===== src/rtl/queue_sched_if.sv =====
// queue_sched_if: bundles the three handshake groups around queue_sched.
//   producer side : req, req_m, req_n (in)       gnt (out)
//   queue side    : q_full, q_empty, q_dout (in)  q_wr, q_m_din, q_n_din, q_rd, q_clr (out)
//   consumer side : out_ready (in)                out_valid, out_data (out)
// Directions above are from the scheduler's view (modport master); the
// environment (producers, queue, consumer) uses modport slave.
//
// Handshake rules: a producer write is transferred on a rising edge where
// req[i] and gnt[i] are both 1; the producer keeps req[i] and its fields
// stable until that happens. A consumer transfer happens on a rising edge
// where out_valid and out_ready are both 1; out_valid/out_data never change
// while out_valid=1 and out_ready=0.
interface queue_sched_if #(
  parameter int NUM_REQ = 4,
  parameter int M_WIDTH = 8,
  parameter int N_WIDTH = 8
);
  logic [NUM_REQ-1:0]         req;
  logic [M_WIDTH*NUM_REQ-1:0] req_m;
  logic [N_WIDTH*NUM_REQ-1:0] req_n;
  logic [NUM_REQ-1:0]         gnt;
  logic                       q_wr;
  logic [M_WIDTH-1:0]         q_m_din;
  logic [N_WIDTH-1:0]         q_n_din;
  logic                       q_rd;
  logic                       q_clr;
  logic                       q_full;
  logic                       q_empty;
  logic [M_WIDTH+N_WIDTH-1:0] q_dout;
  logic                       out_valid;
  logic [M_WIDTH+N_WIDTH-1:0] out_data;
  logic                       out_ready;

  modport master (
    input  req, req_m, req_n, q_full, q_empty, q_dout, out_ready,
    output gnt, q_wr, q_m_din, q_n_din, q_rd, q_clr, out_valid, out_data
  );

  modport slave (
    output req, req_m, req_n, q_full, q_empty, q_dout, out_ready,
    input  gnt, q_wr, q_m_din, q_n_din, q_rd, q_clr, out_valid, out_data
  );
endinterface


===== src/rtl/queue_sched.sv =====
// queue_sched: front-end controller for the pointer-ring queue.
//   - arbitrates NUM_REQ producers onto the queue write port (round robin)
//   - drains the queue head into a one-entry output register (valid/ready)
//   - tracks queue occupancy and sequences flush: IDLE -> FLUSH -> RECOV
// Ports:
//   clk       rising-edge clock
//   clr       asynchronous active-low reset
//   flush     one-cycle pulse; discards queued and held data (IDLE only)
//   bus       queue_sched_if.master (producer, queue and consumer signals)
//   count     entries in the queue, not counting the output register
//   busy      FSM is not in IDLE
//   dbg_state current FSM state (0 IDLE, 1 FLUSH, 2 RECOV)
// Build option: define QUEUE_SCHED_FIXED_PRIO_EN for fixed priority
// arbitration (lowest index wins, no rotating pointer).
module queue_sched #(
  parameter int NUM_REQ  = 4,
  parameter int M_WIDTH  = 8,
  parameter int N_WIDTH  = 8,
  parameter int Q_LENGTH = 16,
  parameter int CNT_W    = $clog2(Q_LENGTH)
) (
  input  logic             clk,
  input  logic             clr,
  input  logic             flush,
  queue_sched_if.master    bus,
  output logic [CNT_W-1:0] count,
  output logic             busy,
  output logic [1:0]       dbg_state
);

  localparam int PTR_W = $clog2(NUM_REQ);

  typedef enum logic [1:0] {IDLE = 2'd0, FLUSH = 2'd1, RECOV = 2'd2} state_t;

  state_t                     state_q, state_d;
  logic                       out_valid_q;
  logic [M_WIDTH+N_WIDTH-1:0] out_data_q;
  logic [PTR_W-1:0]           win_idx;
  logic                       win_found;
  logic                       grant_en;
  logic                       flush_go;

  // FSM
  always_comb begin
    state_d = state_q;
    case (state_q)
      IDLE:    if (flush) state_d = FLUSH;
      FLUSH:   state_d = RECOV;
      RECOV:   state_d = IDLE;
      default: state_d = IDLE;
    endcase
  end

  assign flush_go  = (state_q == IDLE) && flush;
  assign grant_en  = (state_q == IDLE) && !bus.q_full && !flush;
  assign busy      = (state_q != IDLE);
  assign dbg_state = state_q;
  // Decoded straight from the state flop so the queue sees a clean clear.
  assign bus.q_clr = (state_q == FLUSH);

  // Winner selection
`ifdef QUEUE_SCHED_FIXED_PRIO_EN
  always_comb begin
    win_found = 1'b0;
    win_idx   = '0;
    // Scan downward so the lowest requesting index is the last to write.
    for (int i = NUM_REQ - 1; i >= 0; i--) begin
      if (bus.req[i]) begin
        win_found = 1'b1;
        win_idx   = PTR_W'(i);
      end
    end
  end
`else
  logic [PTR_W-1:0] rr_ptr;
  logic [PTR_W:0]   pos;

  // Search starts at rr_ptr and wraps modulo NUM_REQ; pos carries one spare
  // bit so the wrap works for non power-of-two NUM_REQ.
  always_comb begin
    win_found = 1'b0;
    win_idx   = '0;
    pos       = '0;
    for (int j = 0; j < NUM_REQ; j++) begin
      pos = {1'b0, rr_ptr} + (PTR_W+1)'(j);
      if (pos >= (PTR_W+1)'(NUM_REQ)) pos = pos - (PTR_W+1)'(NUM_REQ);
      if (!win_found && bus.req[pos[PTR_W-1:0]]) begin
        win_found = 1'b1;
        win_idx   = pos[PTR_W-1:0];
      end
    end
  end

  always_ff @(posedge clk or negedge clr) begin
    if (!clr) begin
      rr_ptr <= '0;
    end else if (bus.q_wr) begin
      rr_ptr <= (win_idx == PTR_W'(NUM_REQ - 1)) ? '0 : win_idx + 1'b1;
    end
  end
`endif

  // Write port
  always_comb begin
    bus.gnt     = '0;
    bus.q_m_din = '0;
    bus.q_n_din = '0;
    if (grant_en && win_found) begin
      bus.gnt[win_idx] = 1'b1;
      bus.q_m_din      = bus.req_m[win_idx*M_WIDTH +: M_WIDTH];
      bus.q_n_din      = bus.req_n[win_idx*N_WIDTH +: N_WIDTH];
    end
  end

  assign bus.q_wr = |bus.gnt;

  // Read port: pop whenever the output register is empty or being consumed
  // this cycle, which gives back-to-back transfers with no bubble.
  assign bus.q_rd = (state_q == IDLE) && !bus.q_empty &&
                    (!out_valid_q || bus.out_ready) && !flush;

  assign bus.out_valid = out_valid_q;
  assign bus.out_data  = out_data_q;

  always_ff @(posedge clk or negedge clr) begin
    if (!clr) begin
      state_q     <= IDLE;
      out_valid_q <= 1'b0;
      out_data_q  <= '0;
      count       <= '0;
    end else begin
      state_q <= state_d;
      if (flush_go) begin
        // out_data is left as is; it is meaningless while out_valid=0.
        out_valid_q <= 1'b0;
        count       <= '0;
      end else begin
        if (bus.q_rd) begin
          out_data_q  <= bus.q_dout;
          out_valid_q <= 1'b1;
        end else if (bus.out_ready && out_valid_q) begin
          out_valid_q <= 1'b0;
        end
        count <= count + CNT_W'(bus.q_wr) - CNT_W'(bus.q_rd);
      end
    end
  end

  a_no_wr_full:  assert property (@(posedge clk) disable iff (!clr) !(bus.q_wr && bus.q_full));
  a_no_rd_empty: assert property (@(posedge clk) disable iff (!clr) !(bus.q_rd && bus.q_empty));

endmodule


===== src/flat_wrapper.sv =====
// flat-port wrapper written by rule: the top's interface ports become plain ports
module queue_sched_flat 
#(
  parameter int NUM_REQ  = 4,
  parameter int M_WIDTH  = 8,
  parameter int N_WIDTH  = 8,
  parameter int Q_LENGTH = 16,
  parameter int CNT_W    = $clog2(Q_LENGTH)
)
  (clk, clr, flush, count, busy, dbg_state, bus_req, bus_req_m, bus_req_n, bus_q_full, bus_q_empty, bus_q_dout, bus_out_ready, bus_gnt, bus_q_wr, bus_q_m_din, bus_q_n_din, bus_q_rd, bus_q_clr, bus_out_valid, bus_out_data);
  queue_sched_if #(.NUM_REQ(NUM_REQ), .M_WIDTH(M_WIDTH), .N_WIDTH(N_WIDTH)) bus_i ();
  input  logic clk;
  input  logic clr;
  input  logic flush;
  output logic [CNT_W-1:0] count;
  output logic busy;
  output logic [1:0] dbg_state;
  input wire logic [$bits(bus_i.req)-1:0] bus_req;
  input wire logic [$bits(bus_i.req_m)-1:0] bus_req_m;
  input wire logic [$bits(bus_i.req_n)-1:0] bus_req_n;
  input wire logic [$bits(bus_i.q_full)-1:0] bus_q_full;
  input wire logic [$bits(bus_i.q_empty)-1:0] bus_q_empty;
  input wire logic [$bits(bus_i.q_dout)-1:0] bus_q_dout;
  input wire logic [$bits(bus_i.out_ready)-1:0] bus_out_ready;
  output wire logic [$bits(bus_i.gnt)-1:0] bus_gnt;
  output wire logic [$bits(bus_i.q_wr)-1:0] bus_q_wr;
  output wire logic [$bits(bus_i.q_m_din)-1:0] bus_q_m_din;
  output wire logic [$bits(bus_i.q_n_din)-1:0] bus_q_n_din;
  output wire logic [$bits(bus_i.q_rd)-1:0] bus_q_rd;
  output wire logic [$bits(bus_i.q_clr)-1:0] bus_q_clr;
  output wire logic [$bits(bus_i.out_valid)-1:0] bus_out_valid;
  output wire logic [$bits(bus_i.out_data)-1:0] bus_out_data;
  assign bus_i.req = bus_req;
  assign bus_i.req_m = bus_req_m;
  assign bus_i.req_n = bus_req_n;
  assign bus_i.q_full = bus_q_full;
  assign bus_i.q_empty = bus_q_empty;
  assign bus_i.q_dout = bus_q_dout;
  assign bus_i.out_ready = bus_out_ready;
  assign bus_gnt = bus_i.gnt;
  assign bus_q_wr = bus_i.q_wr;
  assign bus_q_m_din = bus_i.q_m_din;
  assign bus_q_n_din = bus_i.q_n_din;
  assign bus_q_rd = bus_i.q_rd;
  assign bus_q_clr = bus_i.q_clr;
  assign bus_out_valid = bus_i.out_valid;
  assign bus_out_data = bus_i.out_data;
  queue_sched #(.NUM_REQ(NUM_REQ), .M_WIDTH(M_WIDTH), .N_WIDTH(N_WIDTH), .Q_LENGTH(Q_LENGTH), .CNT_W(CNT_W)) u_core (.clk(clk), .clr(clr), .flush(flush), .bus(bus_i), .count(count), .busy(busy), .dbg_state(dbg_state));
endmodule

===== config.mk =====
export PLATFORM = sky130hd
export DESIGN_NAME = queue_sched_flat
export DESIGN_NICKNAME = d
export VERILOG_FILES = /design/src/rtl/queue_sched_if.sv /design/src/rtl/queue_sched.sv /design/src/flat_wrapper.sv
export SDC_FILE = /design/constraint.sdc
export NUM_CORES = 1
export LEC_CHECK = 0
export CELL_PAD_IN_SITES_DETAIL_PLACEMENT = 1
export CELL_PAD_IN_SITES_GLOBAL_PLACEMENT = 1
export CORE_MARGIN = 2
export CORE_UTILIZATION = 23
export CTS_CLUSTER_SIZE = 12
export DETAILED_ROUTE_END_ITERATION = 7
export GPL_ROUTABILITY_DRIVEN = 0
export GPL_TIMING_DRIVEN = 0
export PLACE_DENSITY = 0.84
export REMOVE_ABC_BUFFERS = 1
export SLEW_MARGIN = 0
export SYNTH_ARGS = -nofsm -noshare
export SYNTH_HDL_FRONTEND = slang
export SYNTH_SLANG_ARGS = --single-unit

===== constraint.sdc =====
create_clock -name clk -period 3.1 [get_ports clk]
set_input_delay 0.465 -clock clk [delete_from_list [all_inputs] [get_ports clk]]
set_output_delay 0.465 -clock clk [all_outputs]
set_load 0.02 [all_outputs]

-- Yosys cells after proc, flatten, opt, wreduce, memory -nomap -nowiden
Cells that the tools add are included.
- register bits after elaboration: 25
- input bits: 90
- word-level logic and storage cells: 88
- $add $sub $neg: 10
- order comparisons: 10
- equality and inequality tests: 3
- shifts and indexed selects: 2
- mux-type cells: 32
- bitwise gates (word level): 1
- reductions and logical operators: 25
- operators by type and width (cell ; count):
    $shiftx 32x6->8 ; 2
    $mux 2 ; 10
    $mux 8 ; 2
    $lt 2x3->1 const B ; 5
    $logic_and 1x1->1 ; 12
    $mux 1 ; 12
    $ge 3x3->1 const B ; 3
    $bmux 1 s2 ; 4
    $mux 4 ; 2
    $sub 2x1->2 const B ; 4
    $logic_not 1->1 ; 7
    $add 2x2->3 const B ; 2
    $add 4x1->4 ; 1
    $pmux 2 s2 ; 1
    $reduce_or 4->1 ; 1
    $sub 4x1->4 ; 1
    $add 2x1->3 const B ; 1
    $ge 2x3->1 const B ; 1
    $reduce_bool 3->1 ; 1
    $add 2x1->2 const B ; 1
    $demux 1 s2 ; 1
    $eq 2x1->1 const B ; 1
    $eq 2x2->1 const B ; 1
    $ge 2x1->1 const B ; 1
    6 further kinds ; 6

-- Logic depth before layout (Yosys ltp)
- word-level depth: 23
- mapped depth: 14
- depth with buffers taken out: 13

-- Worst setup path before layout
No wires, ideal clock.
- path kind: register to register
- start point: reg u_core.rr_ptr[1]
- end point: reg u_core.count[1]
- setup time: 0.128 ns
- arrival: 2.704 ns
- data required time: 2.972 ns
- slack: 0.268 ns
- cell stages (with the launch flop): 13
- buffers on the path: 1
- clock period less this slack: 2.832 ns
- path through: dfrtp_1 a21oi_1 o21a_1 o22ai_4 inv_4 buf_6 ha_1 o31ai_4 ha_1 inv_1 ha_1 fa_1 nor2b_1
- longest elaborated chain between the ends: 23
- elaborated cells between the ends (all ways): 48
- those cells by class: 9 x add/sub; 6 x order compare; 24 x mux; 9 x reduce/logical
- ends and longest elaborated chain (what ; RTL line ; text):
    start, declared ; queue_sched.sv:75 ; logic [PTR_W-1:0] rr_ptr;
    start signal, assigned ; queue_sched.sv:98 ; rr_ptr <= (win_idx == PTR_W'(NUM_REQ - 1)) ? '0 : win_idx + 1'b1;
    branches (longest 18 deep; another with $add 2x1->3) ; n/a ;
    $mux 4 (*) ; queue_sched.sv:108 ; if (grant_en && win_found) begin
    $reduce_or 4->1 (*) ; queue_sched.sv:115 ; assign bus.q_wr = |bus.gnt;
    $add 4x1->4 (*) ; queue_sched.sv:144 ; count <= count + CNT_W'(bus.q_wr) - CNT_W'(bus.q_rd);
    $sub 4x1->4 (*) ; queue_sched.sv:144 ;
    $mux 4 (*) ; queue_sched.sv:133 ; if (flush_go) begin
    end signal, assigned ; queue_sched.sv:144 ;
    end, declared ; queue_sched.sv:26 ; output logic [CNT_W-1:0] count,
Every way passes the cells marked *. The select of a mux whose other input is x is not followed.
A chain may end at the register's enable or synchronous reset.

-- Worst setup path in the final report
- start point: in flush
- end point: out bus_gnt[0]
- longest elaborated chain between the ends: 4
- ends and longest elaborated chain (what ; RTL line ; text):
    start, declared ; flat_wrapper.sv:14 ; input logic flush;
    $logic_not 1->1 ; queue_sched.sv:55 ; assign grant_en = (state_q == IDLE) && !bus.q_full && !flush;
    $logic_and 1x1->1 ; queue_sched.sv:55 ;
    $logic_and 1x1->1 ; queue_sched.sv:108 ;
    $mux 4 ; queue_sched.sv:108 ;
    end, declared ; flat_wrapper.sv:25 ; output wire logic [$bits(bus_i.gnt)-1:0] bus_gnt;
No other way between the ends.

==> impl_metrics.ini <==
[hold_path]
hold_path_depth = 1
hold_path_class = reg -> reg
worstHoldStart = u_core.bus.out_data[11]

[place]
placed_cell_area_um2 = 3140
hpwlAfterDp_um = 5030
portBuffers = 136
preCtsSetupSlack_ns = -0.616

[floorplanning]
coreArea_um2 = 7210
die_h_um = 90.1
start_util_pct = 23.6
chipWidth_um = 90.1
dieArea_um2 = 8120
fp-row-count = 31
io_pins = 137

[yosys]
synthArstFlopShare_pct = 100
synth_cells = 151
syn_avg_cell_area_um2 = 11.3
synthesis.area_um2 = 1710
synth_top_area_share_pct = 36.7
ys_ff_latch = 25
synth-seq-area-share_pct = 36.7
synth_most_common_cell = mux2i_1
synth-edff-count = 0
synth_warnings = 0
synth_common_cells = mux2i_1, dfrtp_1, o22ai_1
yosys-top-cells-area = dfrtp_1, mux2i_1, mux2_1
synth_top_cell_by_area = dfrtp_1
netlist-cell-type-count = 30
synthFlopType = dfrtp_1

[critical_path]
worst-path-max-fanout = 19
crit_family = buffers and inverters
startpoint = flush
worst_r2r_path_depth = 11
cp-end-kind = output pin
slowest_delay_ns = 0.63
cp_slowest_cell = clkdlybuf4s50_1
required_ns = 2.63
path_depth = 6
cp-start-kind = input port
crit_chain = clkdlybuf4s50_1, or3_4, nor3_4, nand2_4, nor2_1, clkdlybuf4s50_1
critical-path-top-cell-by-count = clkdlybuf4s50_1
regToRegStartpoint = u_core.rr_ptr[1]
critPathBufInv = 2
worstSetupPathType = in -> out
arrival_ns = 2.56

[clock_network]
clock_path_buffers = 2
h-tree-depth = 1
cts_sinks = 25
cts_hold_buffers = 0
cts_buffers = 3
cts_tree = yes
clkLatencyLatePin_ns = 0.27
clk_pin_slew_worst_paths_ns = 0.09
root_buffer = clkbuf_8

[global_routing]
antenna_found_initial = 0
grt.total_usage_pct = 15.6
grt_max_degree = 26
grt_pass1_wl_um = 10200
grt-ovfl-total = 0
first_global_vias = 1963

[status]
status = complete, no violations

[detailed_routing]
wl_um = 6620
drc = 0
drt-vias-per-instance = 4.52
wl_per_cell_um = 16.9
drt-initial-drc-count = 26
via_count = 1768
first_pass_iters = 4
postRouteAntennaNets = 0

[sta]
final.period_utilization_pct = 97.4
worst_slack_ns = 0.0792
fin_crit_ns = 3.02
tightest_slew_ns = 1.14
slew_violations = 0
setup_violations = 0
worst_hold_slack_ns = 0.496
fin_skew_ns = 0.00207
fmax_mhz = 331
finalHoldViolations = 0
slew_headroom_pct = 23.6
rsz0062_at_grt = no

[cells_and_area]
nFillCells = 827
final_nets = 389
post-route-util_pct = 45.2
drive_gt1_share_pct = 11.0
area_growth_pct = 91.2
diodes = 0
design_area_um2 = 3260

[power]
powerDensity_nw_per_um2 = 593
leakage_nw = 1.46
total_power_w = 0.00193
peakVddDrop_mv = 0.411

[run]
drv_cap = 0
-- worst reg2reg max path: stages (launching register included) --
cell       delay [ns]
dfrtp_2          0.44
a21oi_1          0.08
o21a_1           0.20
o22ai_4          0.22
bufinv_16        0.25
ha_4             0.19
o31ai_4          0.26
ha_1             0.29
inv_1            0.06
ha_1             0.18
fa_1             0.41
nor2b_1          0.14
-- power breakdown --
part / total [W] / internal [W] / switching (W)
clock: 0.000199 / 0.0000902 / 0.000109
sequential: 0.000521 / 0.000442 / 0.0000788
combinational: 0.00121 / 0.000641 / 0.000572
-- cells by family (layout without fill, tap and decap cells) --
logic type / after synthesis / count (layout) / share of synthesized area (%)
adders and majority gates: 6 / 6 / 4.84
DFF: 25 / 25 / 36.7
muxes: 50 / 50 / 30.6
buffers and inverters: 15 / 156 / 5.36
and+or+nand+nor: 25 / 25 / 9.61
xor gates and xnor gates: 3 / 3 / 1.54
AOI/OAI and AO/OA: 27 / 27 / 11.4
-- cell type report --
type	count	area (um2)	share of cell area [%]
Clock inverter	1	5.00	0.153
Timing Repair inverter	1	8.76	0.269
Sequential cell	25	627	19.2
Tap cell	99	124	3.80
Clock buffer	3	41.3	1.27
Inverter	9	60.1	1.84
Timing Repair Buffer	142	1380	42.4
Multi-Input combinational cell	111	1010	31.0
-- stage by stage --
step / std cells / setup TNS, ns
5_1_grt: 391 / 0
6_report: 391 / 0
3_3_place_gp: 380 / -5.97
3_5_place_dp: 380 / -6.27
2_1_floorplan: 145 / 0
4_1_cts: 391 / 0
-- path summary, 6_finish.rpt --
| path | endpoint | slack, ns |
|---|---|---|
| min reg2reg | u_core.bus.out_data[11] | 0.50 |
| max | bus_gnt[0] | 0.08 |
| max in group asynchronous | u_core.rr_ptr[1] | 1.55 |
| min in group asynchronous | u_core.bus.out_data[1] | 0.79 |
| min | u_core.bus.out_data[11] | 0.50 |
| max reg2reg | u_core.count[1] | 0.28 |
-- layout by cell type (no fill, tap or decap), drive strengths merged, types with 2 or more instances in the layout --
cell           count
a21oi              4
buf                6
clkbuf             3
clkdlybuf4s50    115
dfrtp             25
dlygate4sd2       20
ha                 5
inv                9
mux2              17
mux2i             33
nand2              3
nand2b             2
nor2               8
nor2b              5
nor3               2
o21a               2
o21ai              2
o22ai             17
or3                2
xnor2              2
-- layer usage --
layer	up-vias	share of wire, %	global-route usage [%]
li1	830	-	-
met1	834	38	17.4
met2	90	51	28.0
met3	14	9.0	5.11
met4	0	2.2	4.87
met5	-	0	0
-- sequential cells by signal, summed over array words and instances, names as in the netlist --
| signal | count |
|---|---|
| u_core.rr_ptr | 2 |
| u_core.bus.out_valid | 1 |
| u_core.dbg_state | 2 |
| u_core.bus.out_data | 16 |
| u_core.count | 4 |
-- timing repair --
action                                  CTS  global route
setup buffers                             6             0
gates resized for setup                  26             3
endpoints found under the setup margin   25             5
pin swaps                                 4             1
cloned                                    1             0
Power figures use the tool's default switching activity.
